`src/rtl/udma_smi_pkg.sv`:
```
// Shared definitions for the uDMA SMI (MDIO) master.
// Provides config-bus word addresses, MDIO frame constants, the command
// record stored in the command FIFO and the frame engine state type.
package udma_smi_pkg;

  // Config-bus word addresses
  localparam logic [4:0] REG_CMD     = 5'h00;
  localparam logic [4:0] REG_STATUS  = 5'h01;
  localparam logic [4:0] REG_RX_DATA = 5'h02;
  localparam logic [4:0] REG_CLKDIV  = 5'h03;
  localparam logic [4:0] REG_CFG     = 5'h04;

  // Start-of-frame patterns
  localparam logic [1:0] ST_C22 = 2'b01;
  localparam logic [1:0] ST_C45 = 2'b00;

  // Opcodes as they appear on the wire
  localparam logic [1:0] OP22_WRITE = 2'b01;
  localparam logic [1:0] OP22_READ  = 2'b10;
  localparam logic [1:0] OP45_ADDR  = 2'b00;
  localparam logic [1:0] OP45_WRITE = 2'b01;
  localparam logic [1:0] OP45_READ  = 2'b11;
  localparam logic [1:0] OP45_PRIA  = 2'b10;

  // Turnaround driven by the master on write/address frames
  localparam logic [1:0] TA_DRIVE = 2'b10;

  // Layout matches CMD register bits [28:0]
  typedef struct packed {
    logic        c45;
    logic [1:0]  op;
    logic [4:0]  phyad;
    logic [4:0]  regad;
    logic [15:0] data;
  } smi_cmd_t;

  typedef enum logic [1:0] {
    S_IDLE  = 2'd0,
    S_PRE   = 2'd1,
    S_SHIFT = 2'd2,
    S_DONE  = 2'd3
  } smi_state_e;

  // Post-read-increment is a read as far as the bus is concerned
  function automatic logic is_read_op(input smi_cmd_t c);
    return c.c45 ? ((c.op == OP45_READ) || (c.op == OP45_PRIA))
                 : (c.op == OP22_READ);
  endfunction

endpackage

```
`src/rtl/udma_smi_cmd_fifo.sv`:
```
// Synchronous command FIFO for the SMI master.
// Ports: clk_i/rstn_i clock and async active-low reset; push_i/wdata_i write
// side; pop_i/rdata_o read side (rdata_o shows the head entry); full_o,
// empty_o, level_o occupancy. A push while full is accepted only when a pop
// happens in the same cycle.
module udma_smi_cmd_fifo #(
  parameter int unsigned DEPTH = 4,
  parameter int unsigned WIDTH = 29
) (
  input  logic                     clk_i,
  input  logic                     rstn_i,
  input  logic                     push_i,
  input  logic [WIDTH-1:0]         wdata_i,
  input  logic                     pop_i,
  output logic [WIDTH-1:0]         rdata_o,
  output logic                     full_o,
  output logic                     empty_o,
  output logic [$clog2(DEPTH):0]   level_o
);

  localparam int unsigned AW = $clog2(DEPTH);

  logic [WIDTH-1:0] mem [DEPTH];
  logic [AW:0]      wptr;
  logic [AW:0]      rptr;
  logic             do_push;
  logic             do_pop;

  // Pointers carry one wrap bit so full and empty can be told apart
  assign empty_o = (wptr == rptr);
  assign full_o  = (wptr[AW] != rptr[AW]) && (wptr[AW-1:0] == rptr[AW-1:0]);
  assign level_o = wptr - rptr;
  assign rdata_o = mem[rptr[AW-1:0]];

  assign do_pop  = pop_i & ~empty_o;
  assign do_push = push_i & (~full_o | do_pop);

  always_ff @(posedge clk_i or negedge rstn_i) begin
    if (!rstn_i) begin
      wptr <= '0;
      rptr <= '0;
    end else begin
      if (do_push) wptr <= wptr + (AW+1)'(1);
      if (do_pop)  rptr <= rptr + (AW+1)'(1);
    end
  end

  always_ff @(posedge clk_i) begin
    if (do_push) mem[wptr[AW-1:0]] <= wdata_i;
  end

endmodule

```
`src/rtl/udma_smi_master.sv`:
```
// MDIO/SMI master behind the uDMA config bus (clause 22 and clause 45).
// Ports: clk_i/rstn_i clock and async active-low reset; cfg_* config bus
// (word address, write data, combinational read data, always ready);
// mdc_o/mdio_o/mdio_oe_o/mdio_i pad side; irq_o registered level interrupt.
// Holds the register file, MDC divider and frame engine; commands are queued
// in udma_smi_cmd_fifo.
module udma_smi_master
  import udma_smi_pkg::*;
#(
  parameter int unsigned          CMD_DEPTH  = 4,
  parameter int unsigned          CLKDIV_W   = 8,
  parameter logic [CLKDIV_W-1:0]  CLKDIV_RST = 8'd24,
  parameter int unsigned          PRE_LEN    = 32
) (
  input  logic        clk_i,
  input  logic        rstn_i,
  input  logic [31:0] cfg_data_i,
  input  logic [4:0]  cfg_addr_i,
  input  logic        cfg_valid_i,
  input  logic        cfg_rwn_i,
  output logic [31:0] cfg_data_o,
  output logic        cfg_ready_o,
  output logic        mdc_o,
  output logic        mdio_o,
  output logic        mdio_oe_o,
  input  logic        mdio_i,
  output logic        irq_o
);

  localparam int unsigned LVL_W = $clog2(CMD_DEPTH) + 1;
  localparam int unsigned PRE_W = $clog2(PRE_LEN) + 1;
  localparam int unsigned CMD_W = $bits(smi_cmd_t);

  logic                cfg_wr, cfg_rd, push, pop, full, empty, busy, rx_rd;
  logic [LVL_W-1:0]    level;
  logic [CMD_W-1:0]    fifo_rdata;
  smi_cmd_t            head;
  logic [31:0]         new_frame;
  logic                unused_cfg_bits;

  logic [CLKDIV_W-1:0] clkdiv_q, div_q, div_cnt;
  logic                cfg_pre_sup, cfg_irq_nd, cfg_irq_idle;
  logic                ovf_q, nd_q, irq_q;
  logic [15:0]         rx_data_q, rx_shift_q;
  smi_state_e          state_q;
  logic [31:0]         frame_q;
  logic [4:0]          bit_cnt;
  logic [PRE_W-1:0]    pre_cnt;
  logic                rd_op_q, mdc_q, mdio_q, mdio_oe_q;

  assign cfg_wr          = cfg_valid_i & ~cfg_rwn_i;
  assign cfg_rd          = cfg_valid_i & cfg_rwn_i;
  assign push            = cfg_wr && (cfg_addr_i == REG_CMD);
  assign rx_rd           = cfg_rd && (cfg_addr_i == REG_RX_DATA);
  assign pop             = (state_q == S_IDLE) && !empty;
  assign busy            = (state_q != S_IDLE) || !empty;
  assign unused_cfg_bits = ^cfg_data_i[31:29];

  udma_smi_cmd_fifo #(
    .DEPTH (CMD_DEPTH),
    .WIDTH (CMD_W)
  ) i_cmd_fifo (
    .clk_i   (clk_i),
    .rstn_i  (rstn_i),
    .push_i  (push),
    .wdata_i (cfg_data_i[CMD_W-1:0]),
    .pop_i   (pop),
    .rdata_o (fifo_rdata),
    .full_o  (full),
    .empty_o (empty),
    .level_o (level)
  );

  assign head      = smi_cmd_t'(fifo_rdata);
  assign new_frame = {(head.c45 ? ST_C45 : ST_C22), head.op, head.phyad,
                      head.regad, TA_DRIVE, head.data};

  // Register file
  always_ff @(posedge clk_i or negedge rstn_i) begin
    if (!rstn_i) begin
      clkdiv_q     <= CLKDIV_RST;
      cfg_pre_sup  <= 1'b0;
      cfg_irq_nd   <= 1'b0;
      cfg_irq_idle <= 1'b0;
      ovf_q        <= 1'b0;
      nd_q         <= 1'b0;
      irq_q        <= 1'b0;
    end else begin
      if (cfg_wr && (cfg_addr_i == REG_CLKDIV)) clkdiv_q <= cfg_data_i[CLKDIV_W-1:0];
      if (cfg_wr && (cfg_addr_i == REG_CFG))
        {cfg_irq_idle, cfg_irq_nd, cfg_pre_sup} <= cfg_data_i[2:0];
      if (push && full && !pop)
        ovf_q <= 1'b1;
      else if (cfg_wr && (cfg_addr_i == REG_CFG) && cfg_data_i[3])
        ovf_q <= 1'b0;
      // A result landing in the same cycle as an RX_DATA read keeps ND set
      nd_q  <= ((state_q == S_DONE) && rd_op_q) | (nd_q & ~rx_rd);
      irq_q <= (cfg_irq_nd & nd_q) | (cfg_irq_idle & ~busy);
    end
  end

  always_comb begin
    cfg_data_o = '0;
    case (cfg_addr_i)
      REG_STATUS: begin
        cfg_data_o[0]           = busy;
        cfg_data_o[1]           = empty;
        cfg_data_o[2]           = full;
        cfg_data_o[3]           = ovf_q;
        cfg_data_o[4]           = nd_q;
        cfg_data_o[8 +: LVL_W]  = level;
      end
      REG_RX_DATA: cfg_data_o[15:0]         = rx_data_q;
      REG_CLKDIV:  cfg_data_o[CLKDIV_W-1:0] = clkdiv_q;
      REG_CFG:     cfg_data_o[2:0]          = {cfg_irq_idle, cfg_irq_nd, cfg_pre_sup};
      default:     cfg_data_o               = '0;
    endcase
  end

  // Frame engine. frame_q[31] is always the bit on the wire during SHIFT;
  // the divider reload value is latched per frame so CLKDIV writes only
  // affect later frames.
  always_ff @(posedge clk_i or negedge rstn_i) begin
    if (!rstn_i) begin
      state_q    <= S_IDLE;
      mdc_q      <= 1'b0;
      mdio_q     <= 1'b1;
      mdio_oe_q  <= 1'b0;
      div_q      <= '0;
      div_cnt    <= '0;
      frame_q    <= '0;
      bit_cnt    <= '0;
      pre_cnt    <= '0;
      rd_op_q    <= 1'b0;
      rx_shift_q <= '0;
      rx_data_q  <= '0;
    end else begin
      case (state_q)
        S_IDLE: begin
          if (!empty) begin
            state_q   <= cfg_pre_sup ? S_SHIFT : S_PRE;
            frame_q   <= new_frame;
            rd_op_q   <= is_read_op(head);
            div_q     <= clkdiv_q;
            div_cnt   <= '0;
            mdc_q     <= 1'b0;
            bit_cnt   <= '0;
            pre_cnt   <= '0;
            mdio_oe_q <= 1'b1;
            mdio_q    <= cfg_pre_sup ? new_frame[31] : 1'b1;
          end
        end
        S_PRE, S_SHIFT: begin
          if (div_cnt == div_q) begin
            div_cnt <= '0;
            mdc_q   <= ~mdc_q;
            if (!mdc_q) begin
              // Rising MDC: sample read data bits
              if ((state_q == S_SHIFT) && rd_op_q && (bit_cnt >= 5'd16))
                rx_shift_q <= {rx_shift_q[14:0], mdio_i};
            end else if (state_q == S_PRE) begin
              if (pre_cnt == PRE_W'(PRE_LEN - 1)) begin
                state_q <= S_SHIFT;
                mdio_q  <= frame_q[31];
              end else begin
                pre_cnt <= pre_cnt + PRE_W'(1);
              end
            end else if (bit_cnt == 5'd31) begin
              state_q <= S_DONE;
            end else begin
              bit_cnt <= bit_cnt + 5'd1;
              frame_q <= {frame_q[30:0], 1'b0};
              // Next bit index >= 14 on a read: PHY owns the line from TA on
              if (rd_op_q && (bit_cnt >= 5'd13)) begin
                mdio_oe_q <= 1'b0;
                mdio_q    <= 1'b1;
              end else begin
                mdio_q <= frame_q[30];
              end
            end
          end else begin
            div_cnt <= div_cnt + CLKDIV_W'(1);
          end
        end
        S_DONE: begin
          state_q   <= S_IDLE;
          mdio_oe_q <= 1'b0;
          mdio_q    <= 1'b1;
          mdc_q     <= 1'b0;
          if (rd_op_q) rx_data_q <= rx_shift_q;
        end
        default: state_q <= S_IDLE;
      endcase
    end
  end

  assign cfg_ready_o = 1'b1;
  assign mdc_o       = mdc_q;
  assign mdio_o      = mdio_q;
  assign mdio_oe_o   = mdio_oe_q;
  assign irq_o       = irq_q;

endmodule

```
`config.mk`:
```
export PLATFORM = sky130hd
export DESIGN_NAME = udma_smi_master
export DESIGN_NICKNAME = d
export VERILOG_FILES = /design/src/rtl/udma_smi_pkg.sv /design/src/rtl/udma_smi_cmd_fifo.sv /design/src/rtl/udma_smi_master.sv
export SDC_FILE = /design/constraint.sdc
export NUM_CORES = 1
export LEC_CHECK = 0
export ABC_AREA = 1
export CORE_UTILIZATION = 45
export CTS_CLUSTER_SIZE = 16
export DETAILED_ROUTE_END_ITERATION = 8
export DONT_BUFFER_PORTS = 1
export PLACE_DENSITY = 0.71
export SETUP_SLACK_MARGIN = 0.3
export SYNTH_ARGS = -nofsm -noshare
export SYNTH_HDL_FRONTEND = slang
export SYNTH_HIERARCHICAL = 1
export SYNTH_SLANG_ARGS = --single-unit
```
`constraint.sdc`:
```
create_clock -name clk_i -period 4.6 [get_ports clk_i]
set_clock_uncertainty 0.15 [all_clocks]
set_input_delay 0.46 -clock clk_i [delete_from_list [all_inputs] [get_ports clk_i]]
set_output_delay 0.46 -clock clk_i [all_outputs]
set_load 0.03 [all_outputs]
```
==> impl_metrics.toml, run 1 <==
[final_layout]
fin_area_um2 = 11850
layout.nets = 1153
syn2layout_area_growth_pct = 12.87
nFillCells = 1983
multi_input_area_um2 = 3311
diodes = 0
drive_above_1_share_pct = 10.61
seqCellArea_um2 = 6416

[critical_path]
crit_path_max_incr_delay_ns = 0.42
cp-end-kind = "output pin"
worstReg2RegStart = "i_cmd_fifo/wptr[0]"
cp_top_family = "simple AND/OR/NAND/NOR gates"
crit_chain = "inv_1, ha_1, nand2_1, inv_1, nand2_1, inv_1, nand2_1, nand2_1, o2111ai_1"
path_class = "reg -> out"
r2r_slack_ns = 1.49
cp.arrival_ns = 2.54
cp-start-kind = "flip-flop"
crit_start = "i_cmd_fifo/wptr[0]"
crit_cells = 9
slowest_stage = "dfrtp_1"
reg2reg_depth = 13
crit_top_cell = "nand2_1"
worstReg2RegEnd = "i_cmd_fifo/mem[2][8]"
path_max_fanout = 7
critPathBufInv = 3
required_ns = 3.99

[synth]
synth_area_per_cell_um2 = 9.898
synthFlopType = "edfxtp_1"
synth_area_um2 = 10500
synth_area_leader_cell = "edfxtp_1"
synth-edff-count = 116
ys_ff_latch = 233
synth_most_common_cell = "nand2_1"
synthTopCellsByCount = "nand2_1, o21ai_0, edfxtp_1"
async_flop_share_pct = 50.21
synth.top_cells.by_area = "edfxtp_1, dfrtp_1, o21ai_0, nand2_1, inv_1"
synthCells = 1061
ys_warn_count = 6
netlist.area_leader.share_pct = 33.17
ys_seq_area_share_pct = 61.09
netlist-cell-type-count = 37

[sta]
finalSetupViolations = 0
setup_tns_ns = 0
finalWorstSetupSlack_ns = 1.454
relSlewSlack_pct = 32.66
rsz0062_at_grt = "false"
hold_slack_ns = 0.07135
hold_viol_final = 0
timing.fmax_mhz = 317.9
period_minus_slack_ns = 3.146
period_share_pct = 68.38
worstMarginPinSlew_ns = 1.008
report.final.slew_viol_count = 0

[hold_path]
holdPathStages = 3
hp-class = "in -> reg"
holdPathEnd = "ovf_q"
min_from = "cfg_addr_i[4]"

[power]
p_sw_share_pct = 37.32
leakagePower_uw = 0.004857
p_comb_share_pct = 34.0
p_sw_uw = 2557
clkPwrFrac_pct = 27.8
irDropWorstVdd_v = 0.0002770
seqPwrFrac_pct = 38.2
intPower_uw = 4296
power.density_nw_per_um2 = 578.2

[detailed_routing]
drt_pass1_iterations = 5
detail-route-antenna-nets = 0
vias = 7197
wl_per_cell_um = 14.58
drt_iter0_markers = 449
detail_route.vias_per_cell = 5.051
drc = 0
wirelength_mm = 20.78

[cts]
cts_sinks = 233
numCtsBuffers = 25
insertion_delay_ns = 0.52
clk_path_buf_depth = 3
post_cts_buffers = 0
clk_pin_slew_ns = 0.06
cts_tree = "done"
htree_levels = 1
root_buffer = "clkbuf_16"

[global_route]
grt-ovfl-total = 0
grt_pass1_wl_mm = 34.45
antenna_found_initial = 0
grt_pass1_vias = 6855
grt_max_degree = 118
grt_use_total_pct = 17.82

[floorplan]
io_pins = 79
dieHeight_um = 154.8
die_area_um2 = 23950
dieWidth_um = 154.8
fp-row-count = 55
initial_core_util_pct = 46.10
core-area_um2 = 22780

[place]
dpl.hpwl_mm = 12.90
dp_worst_setup_slack_ns = 1.542
placed_area_um2 = 10710
numPortBuffers = 0
gp_congestion = 0.8080

[run_status]
status = "complete, no violations"

[run]
max-cap-violations = 0
==> power by group through the flow <==
stage          Clock [µW]  Sequential [µW]  Combinational, µW
6_report             1910             2620               2330
5_1_grt              2020             2640               2660
4_1_cts              1940             2620               2350
3_5_place_dp            0             2650               2280
3_3_place_gp            0             2650               2220
2_1_floorplan           0             2620               1910
==> state kept, by name, summed over array words and instances, names as in the netlist, 2 cells and up <==
name,flops
bit_cnt,5
clkdiv_q,8
div_cnt,8
div_q,8
frame_q,32
i_cmd_fifo/mem,116
i_cmd_fifo/rptr,3
i_cmd_fifo/wptr,3
pre_cnt,6
rx_data_q,16
rx_shift_q,16
state_q,2
==> worst max-delay path by stage <==
stage,slack (ns),to
6_report,1.45,cfg_data_o[0]
5_1_grt,1.23,i_cmd_fifo/mem[2][12]
4_1_cts,1.45,cfg_data_o[0]
3_5_place_dp,1.54,i_cmd_fifo/mem[2][9]
3_3_place_gp,1.60,i_cmd_fifo/mem[2][9]
2_1_floorplan,0.63,i_cmd_fifo/mem[0][0]
==> layer usage <==
metal  wire [µm]  GRT usage (%)  vias up
met5           0              0        -
met4         451          5.516        0
li1            -              -     3540
met1        9341          24.10     3462
met3        1003          2.802       31
met2        9984          29.63      164
==> worst min-delay path, cell delays in order <==
cell	delay [ns]
nor3_1	0.10
nand3_1	0.09
nand2_1	0.05
==> area by class of cell <==
cell class                 count  area share [%]
tap                          313           3.304
inverter                     121           3.832
sequential                   233           54.13
timing repair buffer          51           4.201
clock buffer                  36           5.964
clock inverter                10          0.6334
multi-input combinational    661           27.93
==> metrics by stage <==
step / power (µW) / utilization [%] / cells
after global routing: 7318 / 52.04 / 1425
after detailed placement: 4937 / 47.03 / 1345
after CTS: 6904 / 52.04 / 1425
after floorplan: 4531 / - / 1076
final: 6853 / 52.04 / 1425
after global placement: 4871 / 47.03 / 1345
==> logic make-up after synthesis <==
logic type	after synthesis	share of synthesized area (%)
AOI/OAI and AO/OA	238	12.75
xor gates and xnor gates	11	0.9175
adders and majority gates	18	2.216
buffers and inverters	182	8.019
DFF	233	61.09
other	2	0.07151
and+or+nand+nor	377	14.94
==> cell usage in the layout (no fill, tap or decap), types with 6 or more instances in the layout <==
master	netlist	routed
nand4_1	7	7
a21oi_1	13	13
dlygate4sd3_1	0	33
clkinv_1	0	6
nor2_1	102	98
clkbuf_16	0	25
inv_2	7	7
o22ai_1	30	30
edfxtp_1	116	116
dfrtp_1	114	113
ha_1	17	17
conb_1	2	17
buf_4	18	16
nand2_2	26	26
inv_1	114	114
nor2_2	2	6
o21ai_1	7	7
o21ai_2	20	20
o21ai_0	158	158
nand2_1	205	205
xor2_1	8	8
nand3_1	26	26
clkbuf_1	27	7
==> timing repair <==
item,4_1_cts,5_1_grt
hold buffers,34,0
resized for setup,0,0
endpoints found under the hold margin,246,0
(Power assumes the default switching activity.)
==> inputs of run 2 (changes only) <==
- PLACE_DENSITY: 0.71 -> 0.73
- clock period: 4.6 -> 2.65 ns (I/O delays scaled with it)
==> impl_metrics.toml, run 2 (synthesis gave the netlist of run 1 again) <==
[cts]
insertion_delay_ns = 0.52
postCtsHoldBufs = 33
cts_tree = "done"
htree_levels = 1
clk_path_buf_depth = 3
cts_sinks = 233
clk_pin_slew_ns = 0.06
numCtsBuffers = 24
root_buffer = "clkbuf_16"

[global_route]
grt_pass1_wl_mm = 36.09
antenna_found_initial = 0
grt_pass1_vias = 7197
grt_use_total_pct = 18.92
grt_max_degree = 118
grt-ovfl-total = 0

[detailed_routing]
wirelength_mm = 22.62
drt_iter0_markers = 528
wl_per_cell_um = 15.56
drt_pass1_iterations = 5
detail-route-antenna-nets = 0
detail_route.vias_per_cell = 5.097
vias = 7411
drc = 0

[final_layout]
diodes = 0
layout.nets = 1183
final_common_cell = "nand2_1"
final_cell_mix = "nand2_1, o21ai_0, edfxtp_1, dfrtp_1, inv_1"
nFillCells = 1871
largest_register_ffs = 116
fin_area_um2 = 12430
drive_above_1_share_pct = 15.60
instances_no_fill = 1454
syn2layout_area_growth_pct = 18.37

[critical_path]
worstReg2RegEnd = "i_cmd_fifo/mem[3][0]"
path_max_fanout = 4
reg2reg_depth = 13
required_ns = 2.24
cp-end-kind = "output pin"
worstReg2RegStart = "i_cmd_fifo/rptr[1]"
cp-start-kind = "flip-flop"
path_class = "reg -> out"
r2r_slack_ns = 0.31
cp.arrival_ns = 1.95

[sta]
period_share_pct = 89.20
hold_slack_ns = -0.7055
hold_viol_final = 117
timing.fmax_mhz = 423.0
finalSetupViolations = 0
period_minus_slack_ns = 2.364
rsz0062_at_grt = "true"
relSlewSlack_pct = 36.34
worstMarginPinSlew_ns = 0.9450
report.final.slew_viol_count = 0
setup_tns_ns = 0

[place]
dpl.hpwl_mm = 13.09
dp.cells = 1356
placed_area_um2 = 10940
gp_congestion = 0.7938
numPortBuffers = 0

[hold_path]
hp-class = "in -> async"

[power]
power.density_nw_per_um2 = 1006
irDropWorstVdd_v = 0.0005038
leakagePower_uw = 0.005083

[floorplan]
core-area_um2 = 22780
fp-row-count = 55
initial_core_util_pct = 46.10
dieHeight_um = 154.8
io_pins = 79
dieWidth_um = 154.8
die_area_um2 = 23950

[run]
max-cap-violations = 0

[run_status]
violations = "hold timing"
status = "finished with violations"
[run 2: per-stage QoR]
step	utilization (%)	setup slack [ns]	total power (µW)
floorplan	-	-0.01742	7968
global placement	48.04	0.1121	8600
detailed placement	48.04	0.02768	8699
CTS	53.45	0.2614	12200
global route	54.57	0.2290	13320
finish	54.57	0.2861	12510
[run 2: repair_timing]
item / in CTS / in global routing
endpoints found under the hold margin: 250 / 117
cloned: 1 / 3
gates resized for setup: 17 / 28
setup endpoints to repair: 160 / 160
buffers inserted: 7 / 10
pin swaps: 2 / 6
[run 2: layout make-up]
type / instances / area [µm²] / share of cell area (%)
Inverter: 121 / 466.7 / 3.754
Tap cell: 313 / 391.6 / 3.150
Sequential cell: 233 / 6419 / 51.64
Multi-Input combinational cell: 661 / 3515 / 28.27
Timing Repair Buffer: 82 / 890.9 / 7.167
Clock buffer: 35 / 703.2 / 5.657
Clock inverter: 9 / 45.04 / 0.3624
[run 2: worst max-delay path by stage]
| stage | from | end | slack (ns) |
|---|---|---|---|
| floorplan | i_cmd_fifo/rptr[1] | i_cmd_fifo/mem[3][0] | -0.02 |
| global placement | i_cmd_fifo/wptr[0] | pre_cnt[5] | 0.11 |
| detailed placement | i_cmd_fifo/wptr[0] | pre_cnt[2] | 0.03 |
| CTS | i_cmd_fifo/rptr[0] | cfg_data_o[10] | 0.26 |
| global route | i_cmd_fifo/rptr[1] | cfg_data_o[0] | 0.23 |
| finish | i_cmd_fifo/rptr[1] | cfg_data_o[0] | 0.29 |
[run 2: layer usage]
layer	vias to the layer above	global-route usage (%)	share of wire, %
li1	3604	-	-
met1	3545	24.46	42
met2	220	32.13	50
met3	42	3.054	6.0
met4	0	7.072	2.3
met5	-	0	0
[run 2: critical path, stage by stage (launching register included)]
cell	delay, ns
dfrtp_2	0.40
inv_2	0.07
ha_4	0.27
nand2_4	0.05
inv_4	0.06
nand2_4	0.07
inv_6	0.08
nand2_4	0.06
nand2_4	0.08
o2111ai_4	0.11
buf_6	0.17
[run 2: power by group]
part           leakage [µW]  internal [µW]  switching (µW)
registers           0.00257           4250             302
logic               0.00214           1680            3080
clock network      0.000373           1840            1360
total               0.00508           7770            4740
